<file path="config.mk">
export PLATFORM = sky130hd
export DESIGN_NAME = fetch_unit_flat
export DESIGN_NICKNAME = d
export VERILOG_FILES = /design/src/rtl/fetch_pkg.sv /design/src/rtl/fetch_if.sv /design/src/rtl/fetch_out_buf.sv /design/src/rtl/fetch_unit.sv /design/src/flat_wrapper.sv
export SDC_FILE = /design/constraint.sdc
export NUM_CORES = 1
export LEC_CHECK = 0
export ABC_AREA = 1
export BUFFER_PORTS_ARGS = -buffer_cell sky130_fd_sc_hd__buf_4
export CAP_MARGIN = 0
export CELL_PAD_IN_SITES_DETAIL_PLACEMENT = 1
export CELL_PAD_IN_SITES_GLOBAL_PLACEMENT = 1
export CORE_MARGIN = 2
export CORE_UTILIZATION = 31
export CTS_CLUSTER_SIZE = 16
export DETAILED_ROUTE_END_ITERATION = 10
export PLACE_DENSITY = 0.76
export SLEW_MARGIN = 20
export SYNTH_ARGS = -nofsm -noshare
export SYNTH_HDL_FRONTEND = slang
export SYNTH_SLANG_ARGS = --single-unit
</file>
<file path="constraint.sdc">
create_clock -name clk -period 1.35 [get_ports clk]
set_clock_uncertainty 0.1 [all_clocks]
set_input_delay 0.135 -clock clk [delete_from_list [all_inputs] [get_ports clk]]
set_output_delay 0.135 -clock clk [all_outputs]
set_load 0.05 [all_outputs]
</file>
<file path="src/rtl/fetch_pkg.sv">
// Shared fetch/decode constants: FSM states, opcode field position, reset PC.
package fetch_pkg;
   localparam int FETCH_ADDR_W = 16;
   localparam int FETCH_DATA_W = 16;
   localparam int FETCH_OPC_W  = 6;
   localparam int OPC_MSB      = 15;
   localparam int OPC_LSB      = 10;
   localparam logic [FETCH_ADDR_W-1:0] RESET_PC_DEF = 16'h0000;

   typedef enum logic {S_IDLE, S_WAIT} state_t;
endpackage

</file>
<file path="src/rtl/fetch_if.sv">
// Fetch-stage bus: instruction-memory read port, redirect input and the decode handshake.
interface fetch_if
   import fetch_pkg::*;
#(
   parameter int ADDR_W = FETCH_ADDR_W,
   parameter int DATA_W = FETCH_DATA_W,
   parameter int OPC_W  = FETCH_OPC_W
) ();
   logic              fetch_en;
   logic              imem_req;
   logic [ADDR_W-1:0] imem_addr;
   logic              imem_rvalid;
   logic [DATA_W-1:0] imem_rdata;
   logic              redirect_valid;
   logic [ADDR_W-1:0] redirect_pc;
   logic              if_valid;
   logic              if_ready;
   logic [DATA_W-1:0] if_instr;
   logic [ADDR_W-1:0] if_pc;
   logic [OPC_W-1:0]  if_opcode;

   modport master (
      input  fetch_en, imem_rvalid, imem_rdata, redirect_valid, redirect_pc, if_ready,
      output imem_req, imem_addr, if_valid, if_instr, if_pc, if_opcode
   );
   modport slave (
      output fetch_en, imem_rvalid, imem_rdata, redirect_valid, redirect_pc, if_ready,
      input  imem_req, imem_addr, if_valid, if_instr, if_pc, if_opcode
   );
endinterface

</file>
<file path="src/rtl/fetch_out_buf.sv">
// One-entry valid/ready register holding {instr, pc, opcode} for decode.
module fetch_out_buf
   import fetch_pkg::*;
#(
   parameter int ADDR_W = FETCH_ADDR_W,
   parameter int DATA_W = FETCH_DATA_W,
   parameter int OPC_W  = FETCH_OPC_W
) (
   input  logic              clk,
   input  logic              rst_n,
   input  logic              load,
   input  logic              flush,
   input  logic              ready,
   input  logic [DATA_W-1:0] in_instr,
   input  logic [ADDR_W-1:0] in_pc,
   output logic              valid,
   output logic [DATA_W-1:0] instr,
   output logic [ADDR_W-1:0] pc,
   output logic [OPC_W-1:0]  opcode
);
   logic              valid_q, valid_d;
   logic [DATA_W-1:0] instr_q, instr_d;
   logic [ADDR_W-1:0] pc_q, pc_d;
   logic [OPC_W-1:0]  opc_q, opc_d;

   // A handshake in the flush cycle still completes; flush only kills what remains.
   always_comb begin
      valid_d = valid_q;
      instr_d = instr_q;
      pc_d    = pc_q;
      opc_d   = opc_q;
      if (valid_q && ready) valid_d = 1'b0;
      if (load) begin
         valid_d = 1'b1;
         instr_d = in_instr;
         pc_d    = in_pc;
         opc_d   = in_instr[DATA_W-1 -: OPC_W];
      end
      if (flush) valid_d = 1'b0;
   end

   always_ff @(posedge clk or negedge rst_n) begin
      if (!rst_n) begin
         valid_q <= 1'b0;
         instr_q <= '0;
         pc_q    <= '0;
         opc_q   <= '0;
      end else begin
         valid_q <= valid_d;
         instr_q <= instr_d;
         pc_q    <= pc_d;
         opc_q   <= opc_d;
      end
   end

   assign valid  = valid_q;
   assign instr  = instr_q;
   assign pc     = pc_q;
   assign opcode = opc_q;
endmodule

</file>
<file path="src/rtl/fetch_unit.sv">
// Instruction-fetch stage: owns the PC, keeps at most one imem read in flight,
// hands {instr, pc, opcode} to decode and squashes in-flight work on redirect.
module fetch_unit
   import fetch_pkg::*;
#(
   parameter int                ADDR_W   = FETCH_ADDR_W,
   parameter int                DATA_W   = FETCH_DATA_W,
   parameter int                OPC_W    = FETCH_OPC_W,
   parameter logic [ADDR_W-1:0] RESET_PC = RESET_PC_DEF
) (
   input  logic    clk,
   input  logic    rst_n,
   fetch_if.master bus
);
   state_t            state_q, state_d;
   logic [ADDR_W-1:0] pc_q, pc_d;
   logic              drop_q, drop_d;
   logic              rsp, load;

   // Issue only into an empty or draining buffer so a response always has a home.
   assign bus.imem_req  = rst_n & (state_q == S_IDLE) & bus.fetch_en & ~bus.redirect_valid
                        & (~bus.if_valid | bus.if_ready);
   assign bus.imem_addr = pc_q;

   assign rsp  = (state_q == S_WAIT) & bus.imem_rvalid;
   assign load = rsp & ~drop_q & ~bus.redirect_valid;

   always_comb begin
      state_d = state_q;
      pc_d    = pc_q;
      drop_d  = drop_q;
      case (state_q)
         S_IDLE: if (bus.imem_req) state_d = S_WAIT;
         S_WAIT: if (bus.imem_rvalid) begin
            state_d = S_IDLE;
            drop_d  = 1'b0;
         end
         default: state_d = S_IDLE;
      endcase
      if (load) pc_d = pc_q + ADDR_W'(1);
      // A redirect while the read is still in flight poisons its eventual response.
      if (bus.redirect_valid) begin
         pc_d = bus.redirect_pc;
         if (state_q == S_WAIT && !bus.imem_rvalid) drop_d = 1'b1;
      end
   end

   always_ff @(posedge clk or negedge rst_n) begin
      if (!rst_n) begin
         state_q <= S_IDLE;
         pc_q    <= RESET_PC;
         drop_q  <= 1'b0;
      end else begin
         state_q <= state_d;
         pc_q    <= pc_d;
         drop_q  <= drop_d;
      end
   end

   fetch_out_buf #(.ADDR_W(ADDR_W), .DATA_W(DATA_W), .OPC_W(OPC_W)) u_buf (
      .clk      (clk),
      .rst_n    (rst_n),
      .load     (load),
      .flush    (bus.redirect_valid),
      .ready    (bus.if_ready),
      .in_instr (bus.imem_rdata),
      .in_pc    (pc_q),
      .valid    (bus.if_valid),
      .instr    (bus.if_instr),
      .pc       (bus.if_pc),
      .opcode   (bus.if_opcode)
   );
endmodule

</file>
<file path="src/flat_wrapper.sv">
// flat-port wrapper written by rule: the top's interface ports become plain ports
module fetch_unit_flat import fetch_pkg::*;
#(
   parameter int                ADDR_W   = FETCH_ADDR_W,
   parameter int                DATA_W   = FETCH_DATA_W,
   parameter int                OPC_W    = FETCH_OPC_W,
   parameter logic [ADDR_W-1:0] RESET_PC = RESET_PC_DEF
)
  (clk, rst_n, bus_fetch_en, bus_imem_rvalid, bus_imem_rdata, bus_redirect_valid, bus_redirect_pc, bus_if_ready, bus_imem_req, bus_imem_addr, bus_if_valid, bus_if_instr, bus_if_pc, bus_if_opcode);
  fetch_if #(.ADDR_W(ADDR_W), .DATA_W(DATA_W), .OPC_W(OPC_W)) bus_i ();
  input  logic clk;
  input  logic rst_n;
  input wire logic [$bits(bus_i.fetch_en)-1:0] bus_fetch_en;
  input wire logic [$bits(bus_i.imem_rvalid)-1:0] bus_imem_rvalid;
  input wire logic [$bits(bus_i.imem_rdata)-1:0] bus_imem_rdata;
  input wire logic [$bits(bus_i.redirect_valid)-1:0] bus_redirect_valid;
  input wire logic [$bits(bus_i.redirect_pc)-1:0] bus_redirect_pc;
  input wire logic [$bits(bus_i.if_ready)-1:0] bus_if_ready;
  output wire logic [$bits(bus_i.imem_req)-1:0] bus_imem_req;
  output wire logic [$bits(bus_i.imem_addr)-1:0] bus_imem_addr;
  output wire logic [$bits(bus_i.if_valid)-1:0] bus_if_valid;
  output wire logic [$bits(bus_i.if_instr)-1:0] bus_if_instr;
  output wire logic [$bits(bus_i.if_pc)-1:0] bus_if_pc;
  output wire logic [$bits(bus_i.if_opcode)-1:0] bus_if_opcode;
  assign bus_i.fetch_en = bus_fetch_en;
  assign bus_i.imem_rvalid = bus_imem_rvalid;
  assign bus_i.imem_rdata = bus_imem_rdata;
  assign bus_i.redirect_valid = bus_redirect_valid;
  assign bus_i.redirect_pc = bus_redirect_pc;
  assign bus_i.if_ready = bus_if_ready;
  assign bus_imem_req = bus_i.imem_req;
  assign bus_imem_addr = bus_i.imem_addr;
  assign bus_if_valid = bus_i.if_valid;
  assign bus_if_instr = bus_i.if_instr;
  assign bus_if_pc = bus_i.if_pc;
  assign bus_if_opcode = bus_i.if_opcode;
  fetch_unit #(.ADDR_W(ADDR_W), .DATA_W(DATA_W), .OPC_W(OPC_W), .RESET_PC(RESET_PC)) u_core (.clk(clk), .rst_n(rst_n), .bus(bus_i));
endmodule
</file>
==> results by group <==
Status
  – Status: finished with violations
  – Failing checks: setup timing

Yosys
  – Post-synth ARST share: 100.0%
  – Share of the synthesized area in the top cell type: roughly 52%
  – Post-Synth Simple-Gate Area: 30.37%
  – Mean Syn Cell Area: 7.917 µm²
  – Largest family of logic cells by synthesized area: simple AND/OR/NAND/NOR gates
  – Synth area leaders: dfrtp_1, nand2_1, nor2_1, inv_1, o21ai_0
  – Synth Area in XOR/XNOR: under 10%
  – Yosys cell types: 27
  – Area leader, netlist: dfrtp_1
  – Post-synthesis sequential area ratio: 52.33%
  – Synthesized net count: between 300 and 400
  – Compound-Gate Fraction of Synth Area: around 6.5%
  – Mux share of post-synthesis cell area: 0%
  – Synth Cell Area: 2439 µm²
  – Post-synth EDFFs: 0
  – Dominant synthesized flop cell: dfrtp_1
  – #FFs+latches synth: just over 50
  – Adder-cell share of the synthesized area: 0.5131%
  – YS warnings: 0
  – Mapped Cells: between 300 and 400

Final layout
  – Layout cells sized above 1: between 30% and 40%
  – Most frequent cells in the layout: nand2_1, buf_4, dfrtp_1
  – Area Overhead vs Synth: 60.18%
  – Nets: roughly 480
  – Post-layout util: between 50% and 60%

Global routing
  – First-pass GRT wire length: 12920 µm
  – Gr usage total: about 19%
  – Largest net degree at the start of global routing: 52
  – Vias in the first global route: ~2.6k
  – Total grt overflow: 0
  – Initial antenna violation count: 1

STA
  – # setup viols final: 24
  – Setup ws final: -0.1073 ns
  – Slew Viols, Final: 0
  – TNS Setup: -0.8297 ns
  – Crit share post-route: 107.9%
  – Slew Limit Headroom: approximately 54%
  – Max Fclk: slightly below 700 MHz
  – Hold Vio Cnt, Final: 0
  – Tightest Pin Transition: about 0.7 ns
  – RSZ-0062 raised after global routing: yes
  – Post-layout min period: around 1.5 ns

Clock tree
  – CTS tree: built
  – Clock transition at the registers of the reported paths: 0.11 ns
  – H-tree depth: 2
  – CTS buffer count: 5
  – Deepest clock path buffer count: 2
  – Worst-skew pair later-pin latency: between 0.3 and 0.4 ns
  – CTS Sinks: 51
  – Root Buffer: clkbuf_8

Power and ir drop
  – Peak supply drop: 0.9057 mV
  – Power Density: between 1500 and 2000 nW/µm²
  – Leak: ~2 nW
  – Total power: 7.284 mW

Floorplan
  – Initial Utilization: about a third
  – Cell Rows: 32
  – Die Span Y: roughly 90 µm
  – Die area: ~8600 µm²
  – Die Span X: ~93 µm
  – Core Area: between 7000 and 8000 µm²
  – Boundary Pins: 94

Critical path
  – CP max FO: 2
  – WS Path Type: flip-flop to output port
  – CP startpoint kind: flip-flop
  – Req. time, crit path: around 1.1 ns
  – CP arrival: 1.22 ns
  – CP Capture Type: output port

Route
  – Antenna-violating nets left: 0
  – Routed WL: roughly 8300 µm
  – Via count: 2524
  – Vias per cell: roughly 4.6
  – Detailed Route Iter0 Violations: between 80 and 90
  – Wirelength per Cell: between 15 and 20 µm
  – DRC Markers: 0
  – Pre-antenna DRT Iters: 4

Placed design
  – Post-DP HPWL: 5406 µm
  – IO Port Bufs: 93
  – Post-Place Worst Slack: -0.04043 ns
  – GP Congestion: between 0.7 and 0.8

Worst hold path
  – Worst Hold Class: input port to flip-flop

Job
  – Total of max-cap violations: 0
-- report_power, final --
part	internal, mW	total, mW	switching [mW]
clock	0.554	1.10	0.547
sequential	2.01	2.36	0.346
combinational	1.16	3.83	2.67
total	3.72	7.28	3.56
-- synthesized netlist by cell type (3+ instances only) --
cell type / count
nand3b_1: 5
nor2_1: 38
buf_4: 8
nand3_1: 12
nand2_1: 116
inv_1: 26
buf_2: 5
dfrtp_1: 51
xor2_1: 3
o21bai_1: 3
o21ai_0: 18
nand4_1: 3
-- metal layers --
metal	up-vias	wire, µm	track usage, %	share of wire, %
met5	-	0	0	0
met4	0	189	7.843	2.3
met3	15	307	3.092	3.7
met2	63	4214	33.27	51
met1	1228	3625	24.25	43
li1	1218	-	-	-
-- per-stage QoR --
step           hold slack [ns]  instances  cell area (µm²)
2_1_floorplan          -0.2606        308             2485
3_3_place_gp            0.2182        506             3392
3_5_place_dp            0.2249        506             3392
4_1_cts                0.01074        544             3845
5_1_grt                0.02500        548             3906
6_report               0.01469        548             3906
-- repair_timing --
action                                  in CTS  in global routing
endpoints found under the setup margin      13                 42
pin swaps                                    4                  5
hold endpoints to repair                    74                  0
hold buffers                                24                  0
cloned                                       1                  0
gates resized for setup                     12                 13
buffers inserted                             5                  3
-- final cells by class --
cell class                      instances  area, µm²
Fill cell                             959       3781
Sequential cell                        51       1290
Timing Repair Buffer                  145       1242
Multi-Input combinational cell        213       1023
Tap cell                              102      127.6
Inverter                               28      110.1
Clock buffer                            6      72.57
Clock inverter                          2      37.54
Antenna cell                            1      2.502
-- worst max-delay path, stage by stage (launching register included) --
cell and delay, ns:
dfrtp_1 0.40, inv_2 0.07, nand4_1 0.15, nor2_4 0.14, buf_8 0.15
-- worst paths after layout --
check	start	to	slack (ns)	cells past startpoint
worst max-delay path	u_core.state_q	bus_imem_req	-0.11	4
worst min-delay path	bus_redirect_pc[14]	u_core.bus.imem_addr[14]	0.01	4
worst max register to register	u_core.bus.imem_addr[5]	u_core.bus.imem_addr[14]	-0.08	7
worst min register to register	u_core.u_buf.pc[6]	u_core.u_buf.pc[6]	0.39	2
max in group asynchronous	rst_n	u_core.bus.imem_addr[7]	0.21	3
min in group asynchronous	rst_n	u_core.bus.imem_addr[2]	0.41	3
-- state kept, by name (all words and copies together) (netlist names), named ones only --
name and count:
u_core.bus.imem_addr 16, u_core.u_buf.pc 16, u_core.u_buf.instr 15, u_core.state_q 1
u_core.u_buf.opcode 1, u_core.u_buf.valid 1
-- kinds of logic after synthesis --
family,Yosys count
buffers and inverters,44
adder cells (fa/ha/maj),1
XOR/XNOR,4
AO/OA/AOI/OAI,28
AND/OR/NAND/NOR,180
flip-flops,51
(Power assumes the default switching activity.)
